File: config.mk
export PLATFORM = sky130hd
export DESIGN_NAME = note_track_engine
export DESIGN_NICKNAME = d
export VERILOG_FILES = /design/src/rtl/note_track_pkg.sv /design/src/rtl/note_lane.sv /design/src/rtl/note_track_engine.sv
export SDC_FILE = /design/constraint.sdc
export NUM_CORES = 1
export LEC_CHECK = 0
export CORE_AREA = 3 3 257 259
export CTS_CLUSTER_DIAMETER = 100
export CTS_CLUSTER_SIZE = 28
export DETAILED_ROUTE_END_ITERATION = 7
export DIE_AREA = 0 0 260 262
export GPL_ROUTABILITY_DRIVEN = 0
export PLACE_DENSITY = 0.49
export SETUP_SLACK_MARGIN = 0.3
export SYNTH_ARGS = -nofsm -noshare
export SYNTH_HDL_FRONTEND = slang
export SYNTH_SLANG_ARGS = --single-unit
File: constraint.sdc
create_clock -name clk -period 3.62 [get_ports clk]
set_input_delay 0.362 -clock clk [delete_from_list [all_inputs] [get_ports clk]]
set_output_delay 0.362 -clock clk [all_outputs]
set_load 0.02 [all_outputs]
File: src/rtl/note_track_pkg.sv
// rtl/note_track_pkg.sv - shared lane geometry, renderer lane colours and FSM encoding for the note track engine
package note_track_pkg;

  localparam int LANES          = 4;
  localparam int SLOTS_DEF      = 4;
  localparam int CHART_LEN_DEF  = 64;
  localparam int NOTE_W_DEF     = 50;
  localparam int NOTE_SPEED_DEF = 1;
  localparam int LANE_X0_DEF    = 170;
  localparam int LANE_PITCH_DEF = 100;
  localparam int VIDEO_H_DEF    = 480;

  // 12-bit RGB, index = lane: red, green, blue, grey
  localparam logic [LANES-1:0][11:0] LANE_RGB = {12'h888, 12'h00F, 12'h0F0, 12'hF00};

  typedef enum logic [1:0] {
    ST_IDLE,
    ST_MOVE,
    ST_FETCH,
    ST_LOAD
  } state_t;

  function automatic logic [10:0] lane_x(input int x0, input int pitch, input int k);
    return 11'(x0 + k * pitch);
  endfunction

endpackage

File: src/rtl/note_lane.sv
// rtl/note_lane.sv - one lane of falling-note slots: advance/retire, lowest-free allocation, pixel hit test
module note_lane
  import note_track_pkg::*;
#(
  parameter int SLOTS      = SLOTS_DEF,
  parameter int NOTE_W     = NOTE_W_DEF,
  parameter int NOTE_SPEED = NOTE_SPEED_DEF,
  parameter int VIDEO_H    = VIDEO_H_DEF
) (
  input  logic        clk,
  input  logic        reset_n,
  input  logic        move,
  input  logic        spawn,
  input  logic [10:0] lane_x,
  input  logic [9:0]  pix_x,
  input  logic [8:0]  pix_y,
  output logic        hit,
  output logic        retired,
  output logic        full
);

  localparam logic [9:0]  VH    = 10'(VIDEO_H);
  localparam logic [9:0]  SPEED = 10'(NOTE_SPEED);
  localparam logic [10:0] NW    = 11'(NOTE_W);

  logic [SLOTS-1:0] valid;
  logic [9:0]       y      [SLOTS];
  logic [9:0]       y_next [SLOTS];
  logic [SLOTS-1:0] retire;
  logic [SLOTS-1:0] alloc;
  logic             found;
  logic             x_in;

  always_comb begin
    alloc = '0;
    found = 1'b0;
    for (int i = 0; i < SLOTS; i++) begin
      y_next[i] = y[i] + SPEED;
      retire[i] = valid[i] && (y_next[i] >= VH);
      if (!valid[i] && !found) begin
        alloc[i] = 1'b1;
        found    = 1'b1;
      end
    end
  end

  // 11-bit compares so y + NOTE_W never wraps
  always_comb begin
    x_in = ({1'b0, pix_x} >= lane_x) && ({1'b0, pix_x} < (lane_x + NW));
    hit  = 1'b0;
    for (int i = 0; i < SLOTS; i++) begin
      if (valid[i] && x_in && ({2'b0, pix_y} >= {1'b0, y[i]}) && ({2'b0, pix_y} < ({1'b0, y[i]} + NW)))
        hit = 1'b1;
    end
  end

  assign full = &valid;

  always_ff @(posedge clk or negedge reset_n) begin
    if (!reset_n) begin
      valid   <= '0;
      retired <= 1'b0;
      for (int i = 0; i < SLOTS; i++) y[i] <= '0;
    end else begin
      retired <= move && (|retire);
      for (int i = 0; i < SLOTS; i++) begin
        if (move && valid[i]) begin
          if (retire[i]) begin
            valid[i] <= 1'b0;
            y[i]     <= '0;
          end else begin
            y[i] <= y_next[i];
          end
        end else if (spawn && alloc[i]) begin
          valid[i] <= 1'b1;
          y[i]     <= '0;
        end
      end
    end
  end

endmodule

File: src/rtl/note_track_engine.sv
// rtl/note_track_engine.sv - 4-lane note tracker: tick arbitration FSM, chart ROM stepping, flags, registered hit output
// Build option NOTE_TRACK_LOOP_EN: chart address wraps to 0 instead of raising chart_done.
module note_track_engine
  import note_track_pkg::*;
#(
  parameter int SLOTS      = SLOTS_DEF,
  parameter int CHART_LEN  = CHART_LEN_DEF,
  parameter int NOTE_W     = NOTE_W_DEF,
  parameter int NOTE_SPEED = NOTE_SPEED_DEF,
  parameter int LANE_X0    = LANE_X0_DEF,
  parameter int LANE_PITCH = LANE_PITCH_DEF,
  parameter int VIDEO_H    = VIDEO_H_DEF
) (
  input  logic                         clk,
  input  logic                         reset_n,
  input  logic                         frame_tick,
  input  logic                         spawn_tick,
  output logic [$clog2(CHART_LEN)-1:0] chart_addr,
  input  logic [3:0]                   chart_data,
  input  logic [9:0]                   pix_x,
  input  logic [8:0]                   pix_y,
  output logic [3:0]                   in_lane,
  output logic [3:0]                   missed,
  output logic                         overflow,
  output logic                         chart_done
);

  localparam int              AW        = $clog2(CHART_LEN);
  localparam logic [AW-1:0]   LAST_ADDR = AW'(CHART_LEN - 1);

  state_t           state, state_nx;
  logic             frame_pend, spawn_pend;
  logic             frame_req, spawn_req;
  logic             take_frame, take_spawn;
  logic             lane_move;
  logic [LANES-1:0] lane_spawn, hit, retired, full;

  assign frame_req  = frame_tick | frame_pend;
  assign spawn_req  = (spawn_tick | spawn_pend) & ~chart_done;
  assign lane_move  = (state == ST_MOVE);
  assign lane_spawn = (state == ST_LOAD) ? chart_data : '0;
  assign missed     = retired;

  // Frames always win over spawns; a frame arriving during MOVE is replayed via IDLE
  always_comb begin
    state_nx   = state;
    take_frame = 1'b0;
    take_spawn = 1'b0;
    unique case (state)
      ST_IDLE: begin
        if (frame_req) begin
          state_nx   = ST_MOVE;
          take_frame = 1'b1;
        end else if (spawn_req) begin
          state_nx   = ST_FETCH;
          take_spawn = 1'b1;
        end
      end
      ST_MOVE: begin
        if (!frame_tick && spawn_req) begin
          state_nx   = ST_FETCH;
          take_spawn = 1'b1;
        end else begin
          state_nx = ST_IDLE;
        end
      end
      ST_FETCH: state_nx = ST_LOAD;
      ST_LOAD:  state_nx = ST_IDLE;
      default:  state_nx = ST_IDLE;
    endcase
  end

  always_ff @(posedge clk or negedge reset_n) begin
    if (!reset_n) begin
      state      <= ST_IDLE;
      frame_pend <= 1'b0;
      spawn_pend <= 1'b0;
      chart_addr <= '0;
      chart_done <= 1'b0;
      overflow   <= 1'b0;
      in_lane    <= '0;
    end else begin
      state      <= state_nx;
      frame_pend <= frame_req & ~take_frame;
      spawn_pend <= spawn_req & ~take_spawn;
      in_lane    <= hit;
      if (state == ST_LOAD) begin
        overflow <= overflow | (|(chart_data & full));
        if (chart_addr == LAST_ADDR) begin
`ifdef NOTE_TRACK_LOOP_EN
          chart_addr <= '0;
`else
          chart_done <= 1'b1;
`endif
        end else begin
          chart_addr <= chart_addr + 1'b1;
        end
      end
    end
  end

  for (genvar k = 0; k < LANES; k++) begin : g_lane
    note_lane #(
      .SLOTS      (SLOTS),
      .NOTE_W     (NOTE_W),
      .NOTE_SPEED (NOTE_SPEED),
      .VIDEO_H    (VIDEO_H)
    ) u_lane (
      .clk     (clk),
      .reset_n (reset_n),
      .move    (lane_move),
      .spawn   (lane_spawn[k]),
      .lane_x  (lane_x(LANE_X0, LANE_PITCH, k)),
      .pix_x   (pix_x),
      .pix_y   (pix_y),
      .hit     (hit[k]),
      .retired (retired[k]),
      .full    (full[k])
    );
  end

endmodule
======== Yosys cells after proc, flatten, opt, wreduce, memory -nomap -nowiden ========
Cells that the tools add are included.
word-level totals
  output and inout port bits .............. 16
  bits of input ports ..................... 27
  flip-flop bits (word level) ............. 196
  logic and storage cells ................. 493
operators by class
  equal/unequal tests ..................... 21
  reductions and logical operators ........ 182
  magnitude comparators ................... 56
  add/sub/neg operators ................... 33
  bitwise logic cells ..................... 11
  multiplexer cells ....................... 147
operators by type and width
  kind                   count
  $mux 10                48
  $ge 10x9->1 const B    19
  $add 10x6->11 const B  16
  $lt 9x11->1            16
  $add 10x1->10 const B  16
  $ge 9x10->1            16
  $logic_and 1x1->1      117
  $mux 1                 93
  $reduce_and 2->1       18
  $ne 2x1->1 const B     16
  $reduce_bool 2->1      16
  $logic_not 1->1        21
  $lt 10x9->1 const B    2
  $reduce_or 4->1        5
  $reduce_and 4->1       4
  $ge 10x8->1 const B    1
  $lt 10x10->1 const B   1
  $lt 10x8->1 const B    1
  $pmux 2 s4             1
  $add 6x1->6 const B    1
  $eq 6x6->1 const B     1
  $mux 2                 3
  $and 4x4->4            1
  $eq 2x2->1 const B     2
  other kinds (8)        15

======== Depth between registers and ports, before layout ========
  depth after elaboration ................. 12
  depth in mapped cells ................... 13
  gate-level depth less buffers ........... 13

======== By module ========
A second synthesis with hierarchy kept.
second synthesis, totals
  cells, all modules ...................... 2459
  area, all modules ....................... 21097.7 sq um
by module, submodules not included
  module                            instances  cells each  area each (sq um)  sequential area each (sq um)
  note_lane (g_lane[1].u_lane ...)  2          601         5101.1             1126.1
  note_lane (g_lane[0].u_lane)      1          610         5159.9             1126.1
  note_lane (g_lane[2].u_lane)      1          588         5003.5             1126.1
  note_track_engine                 1          59          732.0              400.4

======== Least setup slack after synthesis ========
No wires, ideal clock.
  path kind ............................... register -> register
  from .................................... register g_lane[1].u_lane.y[5] (netlist bit)
  to ...................................... register in_lane[1]
  required time ........................... 3.556 ns
  cell stages (with the launch flop) ...... 14
  setup time .............................. 0.064 ns
  data arrival time ....................... 2.520 ns
  path slack .............................. 1.035 ns
  period minus slack after synthesis ...... 2.585 ns
  buffers on the path ..................... 1
  cells stage by stage .................... dfrtp_1 clkbuf_1 inv_1 and3_1 nor2_1 xnor2_1 ha_1 a2111o_1 nor3_1 o21ai_0 o21ai_0 a211oi_1 nor4_1 or4_1
between the ends
  longest elaborated chain between the ends .. 4
  elaborated cells between the ends (all ways) .. 6
  those cells by class .................... add/sub: 1; order compare: 2; mux: 1; reduce/logical: 2
ends and longest elaborated chain
  item                                              RTL line                 source
  from (decl)                                       note_lane.sv:27          logic [9:0] y [SLOTS];
  from (signal, indexed assignment)                 note_lane.sv:72          y[i] <= y_next[i];
  $add 10x6->11 or $ge 9x10->1 (tied branches)      note_lane.sv:52          if (valid[i] && x_in && ({2'b0, pix_y} >= {1'b0, y[i]}) && ({2'b0, pix_y} < ({1'b0, y[i]} + NW)))
  $lt 9x11->1 or $logic_and 1x1->1 (tied branches)  note_lane.sv:52
  $logic_and 1x1->1 (*)                             note_lane.sv:52
  $mux 1 (*)                                        note_lane.sv:52
  named net g_lane[1].u_lane.hit                    note_lane.sv:17          output logic hit,
  to (signal assigned)                              note_track_engine.sv:86  in_lane <= hit;
  to (decl)                                         note_track_engine.sv:22  output logic [3:0] in_lane,
The timed path passes the listed nets; every way through them passes the cells marked *.
A chain may end at the register's enable or synchronous reset.

======== Final worst setup path ========
  from .................................... register state[1]
  to ...................................... register g_lane[2].u_lane.y[27] (netlist bit)
between the ends
  longest elaborated chain between the ends .. 4
  elaborated cells between the ends (all ways) .. 7
  those cells by class .................... eq/ne: 2; mux: 2; reduce/logical: 3
ends and longest elaborated chain
  item                                RTL line                 source
  from (decl)                         note_track_engine.sv:31  state_t state, state_nx;
  from (signal assigned)              note_track_engine.sv:83  state <= state_nx;
  $eq 2x2->1                          note_track_engine.sv:41  assign lane_spawn = (state == ST_LOAD) ? chart_data : '0;
  $mux 4                              note_track_engine.sv:41
  $logic_and 1x1->1                   note_lane.sv:74          end else if (spawn && alloc[i]) begin
  $reduce_bool 2->1 (no source line)  -
  to (signal, indexed assignment)     note_lane.sv:72
  to (decl)                           note_lane.sv:27
Parallel ways exist; a longest one is shown, timed or not.

==> summary.txt <==
Critical path
  – CP Buf/Inv Count: 1
  – FF-to-FF setup slack: 630 ps
  – Crit path launch type: flip-flop
  – Critical path required time: 3980 ps
  – WP data arrival: 3350 ps
  – Crit path cell chain: buf_4 > nand3b_1 > or4_1 > o21ai_0 > nor2_1 > nor2b_1 > o21ai_0 > o31ai_1
  – Worst path slowest cell: dfrtp_1
  – Most used cell, CP: o21ai_0
  – Setup CP Type: reg -> reg
  – Crit-path max cell delay: 990 ps
  – CP top delay family: simple AND/OR/NAND/NOR gates
  – Worst-path maximum fanout: 21
  – Endpoint class of the critical path: flip-flop

Synth
  – Ys flop type: dfrtp_1
  – Fraction of registers with async set/reset: 1.00
  – Most frequent cell after synthesis: ha_1
  – Cells after Synth: 2289
  – Mean Syn Cell Area: 8.34 sq um
  – Post-synthesis sequential area ratio: 0.257
  – Synth top area share: 0.257
  – Mapped Nets: 2637
  – Seq cells post-synth: 196
  – Synth top area cells: dfrtp_1 (26%), ha_1 (21%), xnor2_1 (5.0%), o21ai_0 (4.6%), inv_1 (3.3%)
  – Synth cell count leaders: ha_1 (321), dfrtp_1 (196), o21ai_0 (177), inv_1 (170), nand2_1 (166)
  – Dominant cell type by area after synthesis: dfrtp_1
  – Syn Std Cell Area: 0.0191 sq mm
  – Syn. warnings: 0
  – EDFF count, synth: 0
  – Synth cell types: 87

Global route
  – Global-route wire length before repair: 87.5 mm
  – Total grt overflow: 0
  – Total track usage: 0.159
  – Initial antenna violation count: 1
  – GR met1 Demand/Resource: 0.211
  – GR Util met2: 0.265
  – Largest net degree at the start of global routing: 75
  – GR Layer Usage met3: 0.0226
  – Vias in the first global route: 16.4k
  – GRT Max-Usage Layer: met2

Timing
  – Fmax: 0.335 GHz
  – Period minus WS final: 2990 ps
  – Setup violations, final: 0
  – Unrepaired setup endpoints after global routing: false
  – Final Hold Viols: 0
  – Worst Skew: 6.69 ps
  – Setup TNS: 0 ps
  – Max-slew headroom: 0.344
  – Slew Viols, Final: 0
  – Tcrit/Tclk final: 0.825
  – Measured slew at the worst slew-check pin: 984 ps

Routing
  – DRT Pass-1 Iters: 5
  – Iter 0 DRT Violations: 815
  – Final ANT Viol Nets: 0
  – DR WL/cell: 16.6 um
  – Final WL: 52.4 mm
  – Residual DRC: 0
  – Vias: 16.7k
  – Drt via density: 5.27

Placement
  – Post-detail-place hpwl: 38.6 mm
  – Port bufs: 41

Clock network
  – Post-CTS setup buffers: 0
  – Root buffer cell: clkbuf_16
  – Num CTS Buffers: 17
  – CTS max path bufs: 2
  – CTS tree: built
  – Reg clk slew, reported paths: 70 ps
  – Insertion delay to the later sink of the worst-skew pair: 510 ps
  – PostCTS Resize Cnt: 0
  – Clock sinks: 196
  – H-Tree Depth: 4

Power
  – P_sw: 6360 uW
  – Static leakage: 0.00870 uW
  – Pwr Density: 626 mW/mm^2
  – Clk pwr share: 0.155
  – Peak supply drop: 0.353 mV
  – P_int: 6750 uW
  – Register share of total power: 0.311
  – Switching power share of the total: 0.485
  – Tot Pwr: 13100 uW
  – Combinational group share of total power: 0.533

Floorplan
  – CORE AREA: 0.0641 sq mm
  – Initial Util: 0.298
  – I/O Pins: 43
  – Row cnt: 93
  – Die area: 0.0681 sq mm
  – Die Width: 260 um
  – Die Ht: 262 um

Finish
  – Nets@finish: 2642
  – Share of cells above drive strength 1: 0.0533
  – Post-Route Utilization: 0.327
  – Ant diodes: 0
  – Synthesis-to-finish area growth: 9.85%

Hold path
  – Worst hold-check path type: in -> async

Flow run
  – Max-capacitance violation count: 0

Status
  – Run status: finished, final reports clean
registers in the layout (all words and copies together) (netlist names):
| register | cells |
|---|---|
| chart_addr | 6 |
| overflow | 1 |
| g_lane.u_lane.valid | 16 |
| state | 2 |
| frame_pend | 1 |
| g_lane.u_lane.retired | 4 |
| chart_done | 1 |
| spawn_pend | 1 |
| in_lane | 4 |
| g_lane.u_lane.y | 160 |
layer usage:
metal | routed length [um] | share of wire | vias to the layer above
li1 | - | - | 8374
met1 | 25200 | 0.48 | 8044
met2 | 24600 | 0.47 | 203
met3 | 1390 | 0.026 | 49
met4 | 1190 | 0.023 | 0
met5 | 0 | 0 | -
kinds of logic after synthesis:
kind of cell    share of synthesized area
simple gates                        0.182
compound gates                      0.235
mux                               0.00328
fa+ha+maj                           0.214
xor+xnor                           0.0505
buf+inv                            0.0580
flops                               0.257
worst register-to-register path, cell delays in order, from the launching register on:
cell      delay (ps)
dfrtp_1          990
buf_4            290
nand3b_1         230
or4_1            150
o21ai_0          210
nor2_1           630
nor2b_1           90
o21ai_0          160
o31ai_1           90
power by group through the flow:
stage	Combinational (uW)	Sequential, uW	Clock (uW)
floorplan	5680	3440	0
global placement	6760	4100	0
detailed placement	7000	4120	0
CTS	7060	4080	2140
global route	8180	4260	2200
finish	6990	4090	2040
cell usage in the layout (no fill, tap or decap), types with 18 or more instances in the layout:
master and instances:
a21o_1 39, a21oi_1 117, nor3_1 34, xnor2_1 108
and3_1 37, nand3_1 88, o21ai_1 93, inv_1 170
o211ai_1 26, nand2b_1 24, o21a_1 28, nand2_1 166
and2_1 20, dfrtp_1 196, and4_1 21, a31oi_1 40
nor2_1 162, o31ai_1 50, buf_4 34, or3_1 22
nand4_1 24, ha_1 321, o21ai_0 177, clkdlybuf4s50_1 32
a211oi_1 18
stage by stage:
stage	setup WS [ps]	instance area (sq um)	std cells	hold slack [ps]
finish	633	21000	3162	400
global route	342	21000	3162	477
global placement	360	20400	3129	389
floorplan	1040	19100	2289	66.4
CTS	645	21000	3162	443
detailed placement	377	20400	3129	401
final timing paths:
check                      startpoint                      to  cells after the start
max                          state[1]  g_lane[2].u_lane.y[27]                      8
min in group clk           chart_done              chart_done                      1
min                           reset_n  g_lane[2].u_lane.y[27]                      2
max in group asynchronous     reset_n  g_lane[3].u_lane.y[35]                      3
max reg2reg                  state[1]  g_lane[2].u_lane.y[27]                      8
min reg2reg                chart_done              chart_done                      1
final cells by class:
cell class              instances  area [sq um]
clock inverters                13           148
inverters                     172           646
clock buffers                  19           443
multi-input cells            1829         13100
repair buffers                 78           681
flip-flops and latches        196          4900
well taps                     855          1070
fillers                      6732         43200
what timing repair did:
item / CTS / global route
endpoints found under the hold margin: 71 / 0
endpoints found under the setup margin: 0 / 0
hold buffers: 1 / 0
Power figures use the tool's default switching activity.
